==> src/rtl/out_port_bcd_seg.sv <==
// Shows a 32-bit output-port word as two seven-segment digits (0..99, dashes above).
// Each new value goes through a double-dabble BCD conversion. SEG_LEADING_ZERO_BLANK_EN blanks a tens digit of zero.
module out_port_bcd_seg (
  input  logic        clk,
  input  logic        resetn,
  input  logic [31:0] value,
  output logic [6:0]  hex_hi,
  output logic [6:0]  hex_lo,
  output logic        busy
);

  typedef enum logic [1:0] {StIdle, StConv, StDone} state_e;

  localparam logic [6:0] SegZero  = 7'b1000000;
  localparam logic [6:0] SegDash  = 7'b0111111;
`ifdef SEG_LEADING_ZERO_BLANK_EN
  localparam logic [6:0] SegTensZero = 7'b1111111;
`else
  localparam logic [6:0] SegTensZero = SegZero;
`endif

  state_e      state_q, state_d;
  logic [31:0] last_val_q, last_val_d;
  logic [2:0]  cnt_q, cnt_d;
  logic        ovf_q, ovf_d;
  logic [14:0] shreg_q, shreg_d;  // {tens, units, bin[6:0]}
  logic [6:0]  hex_hi_q, hex_hi_d;
  logic [6:0]  hex_lo_q, hex_lo_d;
  logic        busy_q, busy_d;
  logic        changed;

  function automatic logic [6:0] seg_digit(input logic [3:0] d);
    logic [6:0] s;
    case (d)
      4'd0:    s = 7'b1000000;
      4'd1:    s = 7'b1111001;
      4'd2:    s = 7'b0100100;
      4'd3:    s = 7'b0110000;
      4'd4:    s = 7'b0011001;
      4'd5:    s = 7'b0010010;
      4'd6:    s = 7'b0000010;
      4'd7:    s = 7'b1111000;
      4'd8:    s = 7'b0000000;
      4'd9:    s = 7'b0010000;
      default: s = SegDash;
    endcase
    return s;
  endfunction

  function automatic logic [3:0] dd_adj(input logic [3:0] n);
    return (n >= 4'd5) ? n + 4'd3 : n;
  endfunction

  assign changed = (value != last_val_q);

  // State register
  always_ff @(posedge clk or negedge resetn) begin
    if (!resetn) begin
      state_q <= StIdle;
    end else begin
      state_q <= state_d;
    end
  end

  // Next-state logic
  always_comb begin
    state_d = state_q;
    unique case (state_q)
      StIdle: begin
        if (changed) begin
          state_d = (value <= 32'd99) ? StConv : StDone;
        end
      end
      StConv: begin
        if (cnt_q == 3'd6) begin
          state_d = StDone;
        end
      end
      StDone:  state_d = StIdle;
      default: state_d = StIdle;
    endcase
  end

  // Datapath and output next-state
  always_comb begin
    last_val_d = last_val_q;
    cnt_d      = cnt_q;
    ovf_d      = ovf_q;
    shreg_d    = shreg_q;
    hex_hi_d   = hex_hi_q;
    hex_lo_d   = hex_lo_q;
    unique case (state_q)
      StIdle: begin
        if (changed) begin
          last_val_d = value;
          cnt_d      = 3'd0;
          ovf_d      = (value > 32'd99);
          shreg_d    = {8'd0, value[6:0]};
        end
      end
      StConv: begin
        // Add-3 correction then shift; the dropped MSB is always zero for inputs <= 99.
        shreg_d = {dd_adj(shreg_q[14:11]), dd_adj(shreg_q[10:7]), shreg_q[6:0]} << 1;
        cnt_d   = cnt_q + 3'd1;
      end
      StDone: begin
        if (ovf_q) begin
          hex_hi_d = SegDash;
          hex_lo_d = SegDash;
        end else begin
          hex_hi_d = (shreg_q[14:11] == 4'd0) ? SegTensZero : seg_digit(shreg_q[14:11]);
          hex_lo_d = seg_digit(shreg_q[10:7]);
        end
      end
      default: ;
    endcase
    busy_d = (state_d != StIdle);
  end

  always_ff @(posedge clk or negedge resetn) begin
    if (!resetn) begin
      last_val_q <= 32'd0;
      cnt_q      <= 3'd0;
      ovf_q      <= 1'b0;
      shreg_q    <= 15'd0;
      hex_hi_q   <= SegTensZero;
      hex_lo_q   <= SegZero;
      busy_q     <= 1'b0;
    end else begin
      last_val_q <= last_val_d;
      cnt_q      <= cnt_d;
      ovf_q      <= ovf_d;
      shreg_q    <= shreg_d;
      hex_hi_q   <= hex_hi_d;
      hex_lo_q   <= hex_lo_d;
      busy_q     <= busy_d;
    end
  end

  assign hex_hi = hex_hi_q;
  assign hex_lo = hex_lo_q;
  assign busy   = busy_q;

endmodule

==> config.mk <==
export PLATFORM = sky130hd
export DESIGN_NAME = out_port_bcd_seg
export DESIGN_NICKNAME = d
export VERILOG_FILES = /design/src/rtl/out_port_bcd_seg.sv
export SDC_FILE = /design/constraint.sdc
export NUM_CORES = 1
export LEC_CHECK = 0
export ABC_AREA = 1
export BUFFER_PORTS_ARGS = -buffer_cell sky130_fd_sc_hd__buf_2
export CAP_MARGIN = 25
export CORE_UTILIZATION = 52
export CTS_BUF_LIST = sky130_fd_sc_hd__clkbuf_4 sky130_fd_sc_hd__clkbuf_8 sky130_fd_sc_hd__clkbuf_16
export DETAILED_ROUTE_END_ITERATION = 10
export GPL_ROUTABILITY_DRIVEN = 0
export PLACE_DENSITY = 0.75
export REMOVE_ABC_BUFFERS = 1
export SYNTH_ARGS = -nofsm -noshare
export SYNTH_HDL_FRONTEND = slang
export SYNTH_SLANG_ARGS = --single-unit
export TNS_END_PERCENT = 1
==> constraint.sdc <==
create_clock -name clk -period 1.6 [get_ports clk]
set_input_delay 0.16 -clock clk [delete_from_list [all_inputs] [get_ports clk]]
set_output_delay 0.16 -clock clk [all_outputs]
set_load 0.005 [all_outputs]
==> metrics, run 1 <==
Worst Path Buf+Inv 1; Hold Path End last_val_q[17]$_DFFE_PN0P_; top post-synthesis cells by area dfrtp_1 (44%), nand2_1 (14%), o21ai_0 (5.6%), xnor2_1 (5.4%), inv_1 (4.8%); FF+latch area 0.001704 sq mm; top-count cell post-synth nand2_1; DR iter-0 viols 179; hold_sp value[17]; most frequent CP cell nand2_2; grt ovf 0; failing checks setup timing; crit path setup slack, layout -0.008260 ns; Worst-Margin Slew 0.6249 ns; post-route cell area 0.004737 sq mm; slowest CP cell dfrtp_1; min-delay worst type in2reg; Cell Area, Synth 0.003751 sq mm; detailed placement HPWL 5.504 mm; Power Density 758.6 mW/mm^2; Clock transition at path regs 0.08 ns; Skew-Pair Late Insertion Delay 0.36 ns; CP required 1.89 ns; Ys Warns 0; share of cells above drive strength 1 0.2740; H-tree Lvls 3; clk buf depth 2; placed insts 618; CTS buffer count 9; max incr delay on CP 0.41 ns; Vias 3,293; area delta synth->final 26.28%; power share of the sequential group 0.503; flop-to-flop setup slack -0.008 ns; TritonRoute pass-1 iters 4; I/O pin total 49; DRC violations left 0; register area share after synthesis 0.4543; Final min period 1.608 ns; footprint of the multi-input gates 0.001891 sq mm; CP Cell Sequence xnor2_1, nand2_1, nor2_2, nand2_2, nor2_4, nand2_4, nand2_8, clkbuf_16, nand2_2, o21ai_1; initial antenna violation count 0; synthesized flop and latch total 68; outcome finished with violations; NetSw 875.6 uW; Root Driver clkbuf_8; EDFF count, synth 0; die area 0.007558 sq mm; Sw Ratio 0.2437; fmax 621.8 MHz; Leakage 0.002262 uW; area of the core 0.006869 sq mm; WS Path Type reg2reg; site row count 30; Mapped Cells 470; R2R Path End last_val_q[1]$_DFFE_PN0P_; Clock Skew 0.009834 ns; Synth Area per Inst 7.981 sq um; RSZ-0062 raised after global routing true; total track usage 0.2288; drt via density 5.090; max-slew violations 0; VDD IR max 0.5901 mV; asr flop ratio synth 1.000; CP top delay family simple AND/OR/NAND/NOR gates; DRT antenna net count 0; pin count of the biggest net entering global routing 69; period utilization 1.005; CP Max Fanout 8; final non-filler cell total 647; Chip Height 86.94 um; Clock Power Share 0.414; Antenna Diode Count 0; combinational power share 0.082; r2r startpoint last_val_q[11]$_DFFE_PN0P_; Die X 86.94 um; Arr. time, crit path 1.89 ns; R2R depth 10; Starting Density 0.5461; fillcell total 542; max-cap viol count 0; final net count 594; final hold viol count 0; post-synth top area cell dfrtp_1; Pint 2718 uW; first-pass GRT wire length 13.39 mm; Cell Area, Placed 0.004209 sq mm; synth cell count leaders nand2_1 (143), dfrtp_1 (66), inv_1 (48); vias in the first global route 3,086; share of the synthesized area in the top cell type 0.4403; setup violators final 7; count of input and output buffers 48; Slew HR 0.5819; Total Wirelength 8.387 mm; drt wl/cell 12.96 um; startpoint types flop; crit path from last_val_q[11]$_DFFE_PN0P_; CP Capture Type flop; CTS Sinks 68; CTS tree built; Worst Hold Depth 3; Post-synth top flop dfrtp_1; Synth cell types 31
[layer usage]
metal  share of wire  GRT usage
met1            0.44     0.2833
met2            0.50     0.3830
met3           0.037    0.05687
met4           0.021    0.09242
met5               0          0
[state kept, by name, summed over array words and instances (netlist names)]
register    count
shreg_q        15
ovf_q           1
hex_lo          7
state_q         2
hex_hi          7
busy            1
last_val_q     32
cnt_q           3
[worst max path at each step]
| stage | end | depth (start not counted) | slack, ns |
|---|---|---|---|
| after CTS | last_val_q[13]$_DFFE_PN0P_ | 12 | 0.002 |
| after floorplan | cnt_q[1]$_DFFE_PN0P_ | 4 | -0.49 |
| after global routing | last_val_q[3]$_DFFE_PN0P_ | 12 | -0.13 |
| final | last_val_q[1]$_DFFE_PN0P_ | 10 | -0.008 |
| after global placement | last_val_q[18]$_DFFE_PN0P_ | 9 | 0.04 |
| after detailed placement | last_val_q[13]$_DFFE_PN0P_ | 9 | 0.01 |
[placed cells by master (no fill, tap or decap), types with 3 or more instances in the layout]
cell type / netlist / layout
inv_1: 48 / 47
nand2_1: 143 / 124
buf_2: 8 / 48
inv_2: 5 / 6
a21oi_1: 17 / 17
dfrtp_1: 66 / 66
xnor2_1: 23 / 22
buf_6: 1 / 3
clkbuf_16: 0 / 5
o211ai_1: 5 / 5
nand3_2: 10 / 10
buf_4: 0 / 17
nand2_2: 1 / 18
clkbuf_8: 0 / 11
nand4_1: 4 / 4
o21ai_1: 0 / 16
o21ai_2: 0 / 8
nand3_1: 22 / 22
nand2_4: 2 / 4
ha_1: 14 / 14
o21ai_0: 42 / 18
nor2_2: 2 / 5
nor2_1: 36 / 32
buf_12: 1 / 4
[logic make-up after synthesis]
logic type                 after synthesis  synth area share
and+or+nand+nor                        224            0.2595
adders and majority gates               14           0.04670
xor gates and xnor gates                23           0.05370
DFF                                     68            0.4543
buffers and inverters                   67           0.07638
AOI/OAI and AO/OA                       74            0.1094
[worst min-delay path: cells and delay by family]
| family | cells | cell delay, ns |
|---|---|---|
| buffers and inverters | 2 | 0.17 |
| AO/OA/AOI/OAI | 1 | 0.06 |
[power groups by stage]
stage               sequential (uW)  combinational [uW]  clock, uW
global placement               1830                 260          0
CTS                            1800                 272       1530
finish                         1810                 295       1490
global route                   1810                 333       1600
floorplan                      1830                 141          0
detailed placement             1840                 268          0
[cell type report]
type | count | share of cell area
clock inverters | 4 | 0.01004
multi-input cells | 336 | 0.3991
repair buffers | 78 | 0.1302
flip-flops and latches | 68 | 0.3597
clock buffers | 12 | 0.03354
inverters | 53 | 0.04200
well taps | 96 | 0.02536
[per-stage QoR]
step | power, uW | hold slack [ns] | util | setup WS (ns) | TNS [ns]
6_report | 3593 | 0.06992 | 0.6896 | -0.008260 | -0.02810
5_1_grt | 3744 | 0.07504 | 0.6896 | -0.1333 | -4.337
4_1_cts | 3602 | 0.06846 | 0.6459 | 0.002261 | 0
3_5_place_dp | 2105 | 0.2073 | 0.6128 | 0.01229 | 0
3_3_place_gp | 2094 | 0.2081 | 0.6128 | 0.04364 | 0
2_1_floorplan | 1970 | -0.1356 | - | -0.4861 | -8.091
[repair_timing]
action | 4_1_cts | 5_1_grt
setup endpoints to repair | 5 | 54
gates cloned | 0 | 8
resized for setup | 2 | 60
setup buffers | 0 | 4
endpoints found under the hold margin | 66 | 0
pin swaps | 0 | 15
hold buffers | 1 | 0
Note: power is estimated with default switching activity, not from simulation.
==> run 2: changes to the inputs <==
--- a/config.mk
+++ b/config.mk
@@ -6,6 +6,7 @@
 export NUM_CORES = 1
 export LEC_CHECK = 0
 export ABC_AREA = 1
+export ABC_CLOCK_PERIOD_IN_PS = 1600
 export BUFFER_PORTS_ARGS = -buffer_cell sky130_fd_sc_hd__buf_2
 export CAP_MARGIN = 25
 export CORE_UTILIZATION = 52
@@ -13,7 +14,9 @@
 export DETAILED_ROUTE_END_ITERATION = 10
 export GPL_ROUTABILITY_DRIVEN = 0
 export PLACE_DENSITY = 0.75
+export RECOVER_POWER = 100
 export REMOVE_ABC_BUFFERS = 1
+export SETUP_SLACK_MARGIN = 0.1
 export SYNTH_ARGS = -nofsm -noshare
 export SYNTH_HDL_FRONTEND = slang
 export SYNTH_SLANG_ARGS = --single-unit
==> metrics, run 2 (synthesized netlist as in run 1, its figures left out) <==
die area 0.007558 sq mm; clk buf depth 2; Worst Hold Depth 3; total track usage 0.2330; CP Capture Type flop; Leakage 0.002213 uW; hold_sp value[10]; final hold viol count 0; startpoint types flop; final net count 590; area of the core 0.006869 sq mm; Slew HR 0.3991; pin count of the biggest net entering global routing 69; site row count 30; share of cells above drive strength 1 0.2303; count of input and output buffers 48; GR Util met3 0.05687; grt met2 use 0.3951; r2r startpoint last_val_q[27]$_DFFE_PN0P_; Total Wirelength 8.423 mm; final non-filler cell total 643; final core occ 0.6781; CTS tree built; Skew-Pair Late Insertion Delay 0.36 ns; Antenna Diode Count 0; Hold Path End last_val_q[10]$_DFFE_PN0P_; max-slew violations 0; placed insts 618; DRT antenna net count 0; DR iter-0 viols 169; flop-to-flop setup slack -0.05 ns; most common cell after layout, fill and taps aside nand2_1; most frequent cells in the layout nand2_1 (136), dfrtp_1 (66), inv_1 (47), buf_2 (44), nor2_1 (33); H-tree Lvls 3; Most Crowded Layer GR met2; max FFs per register 32; Die X 86.94 um; setup TNS -0.5564 ns; Arr. time, crit path 1.93 ns; Top reg by flops last_val_q; fmax 604.6 MHz; R2R Path End last_val_q[1]$_DFFE_PN0P_; detailed placement HPWL 5.504 mm; CP required 1.88 ns; post-route cell area 0.004658 sq mm; CP Max Fanout 8; Fin Hold WS 0.07139 ns; CTS buffer count 9; grt ovf 0; Clock Skew 0.009054 ns; GR Layer Usage met1 0.2865; CTS Sinks 68; failing checks setup timing; vias in the first global route 3,099; area delta synth->final 24.18%; outcome finished with violations; Power Density 770.3 mW/mm^2; Chip Height 86.94 um; Vias 3,292; drt wl/cell 13.10 um; crit path setup slack, layout -0.05399 ns; drt via density 5.120; initial antenna violation count 0; DRC violations left 0; max-cap viol count 0; I/O pin total 49; Final min period 1.654 ns; RSZ-0062 raised after global routing true; Worst-Margin Slew 0.9014 ns; WS Path Type reg2reg; min-delay worst type in2reg; period utilization 1.034; Cell Area, Placed 0.004209 sq mm; Starting Density 0.5461; TritonRoute pass-1 iters 4; first-pass GRT wire length 13.59 mm; setup violators final 36; Top Registers last_val_q: 32 flops, shreg_q: 15 flops; Root Driver clkbuf_8; VDD IR max 0.5867 mV; R2R depth 10; Clock transition at path regs 0.08 ns
## run 2: cell types whose count changed in the layout (fill, tap and decap cells not counted), sizes merged
cell    before  now
buf         72   62
clkbuf      17   23
## run 2: area by class of cell
cell class,count,area [sq um]
clock inverter,4,47.55
tap,96,120.1
fill,561,2211
sequential,68,1704
timing repair buffer,74,581.8
multi-input combinational,336,1847
inverter,53,198.9
clock buffer,12,158.9
## run 2: timing repair
| item | 4_1_cts | 5_1_grt |
|---|---|---|
| setup buffers | 0 | 0 |
| gates cloned | 1 | 7 |
| hold buffers | 1 | 0 |
| hold endpoints to repair | 66 | 0 |
| endpoints found under the setup margin | 52 | 54 |
| gates resized for setup | 4 | 42 |
| pin swaps | 2 | 6 |
## run 2: worst max path at each step
stage,slack (ns),end,startpoint
2_1_floorplan,-0.49,cnt_q[1]$_DFFE_PN0P_,state_q[1]$_DFF_PN0_
3_3_place_gp,0.04,last_val_q[18]$_DFFE_PN0P_,last_val_q[8]$_DFFE_PN0P_
3_5_place_dp,0.01,last_val_q[13]$_DFFE_PN0P_,last_val_q[8]$_DFFE_PN0P_
4_1_cts,0.002,last_val_q[11]$_DFFE_PN0P_,last_val_q[11]$_DFFE_PN0P_
5_1_grt,-0.17,last_val_q[3]$_DFFE_PN0P_,last_val_q[27]$_DFFE_PN0P_
6_report,-0.05,last_val_q[1]$_DFFE_PN0P_,last_val_q[27]$_DFFE_PN0P_
## run 2: critical path, cell delays in order, from the launching register on
cell and delay (ns):
dfrtp_1 0.41, xnor2_1 0.22, nand2_1 0.10, nor2_1 0.09, nand2_1 0.06, nor2_2 0.13, nand2_4 0.10, nand2_8 0.16
clkbuf_16 0.17, nand2_1 0.04, o21ai_0 0.08
## run 2: through the flow
stage / total power, uW / setup WS (ns)
floorplan: 1970 / -0.4861
global placement: 2094 / 0.04364
detailed placement: 2105 / 0.01229
CTS: 3604 / 0.001618
global route: 3724 / -0.1744
finish: 3588 / -0.05399
## run 2: power by group
group	total [uW]	switching [uW]	leakage (uW)	internal, uW
sequential	1810	38.8	0.000786	1770
combinational	279	159	0.00132	120
clock	1500	685	0.000106	817
## run 2: per-layer routing
layer  share of wire  wire (um)  up-vias
li1                -          -     1646
met1            0.44       3668     1534
met2            0.50       4226       95
met3           0.043        362       17
met4           0.020        165        0
met5               0          0        -
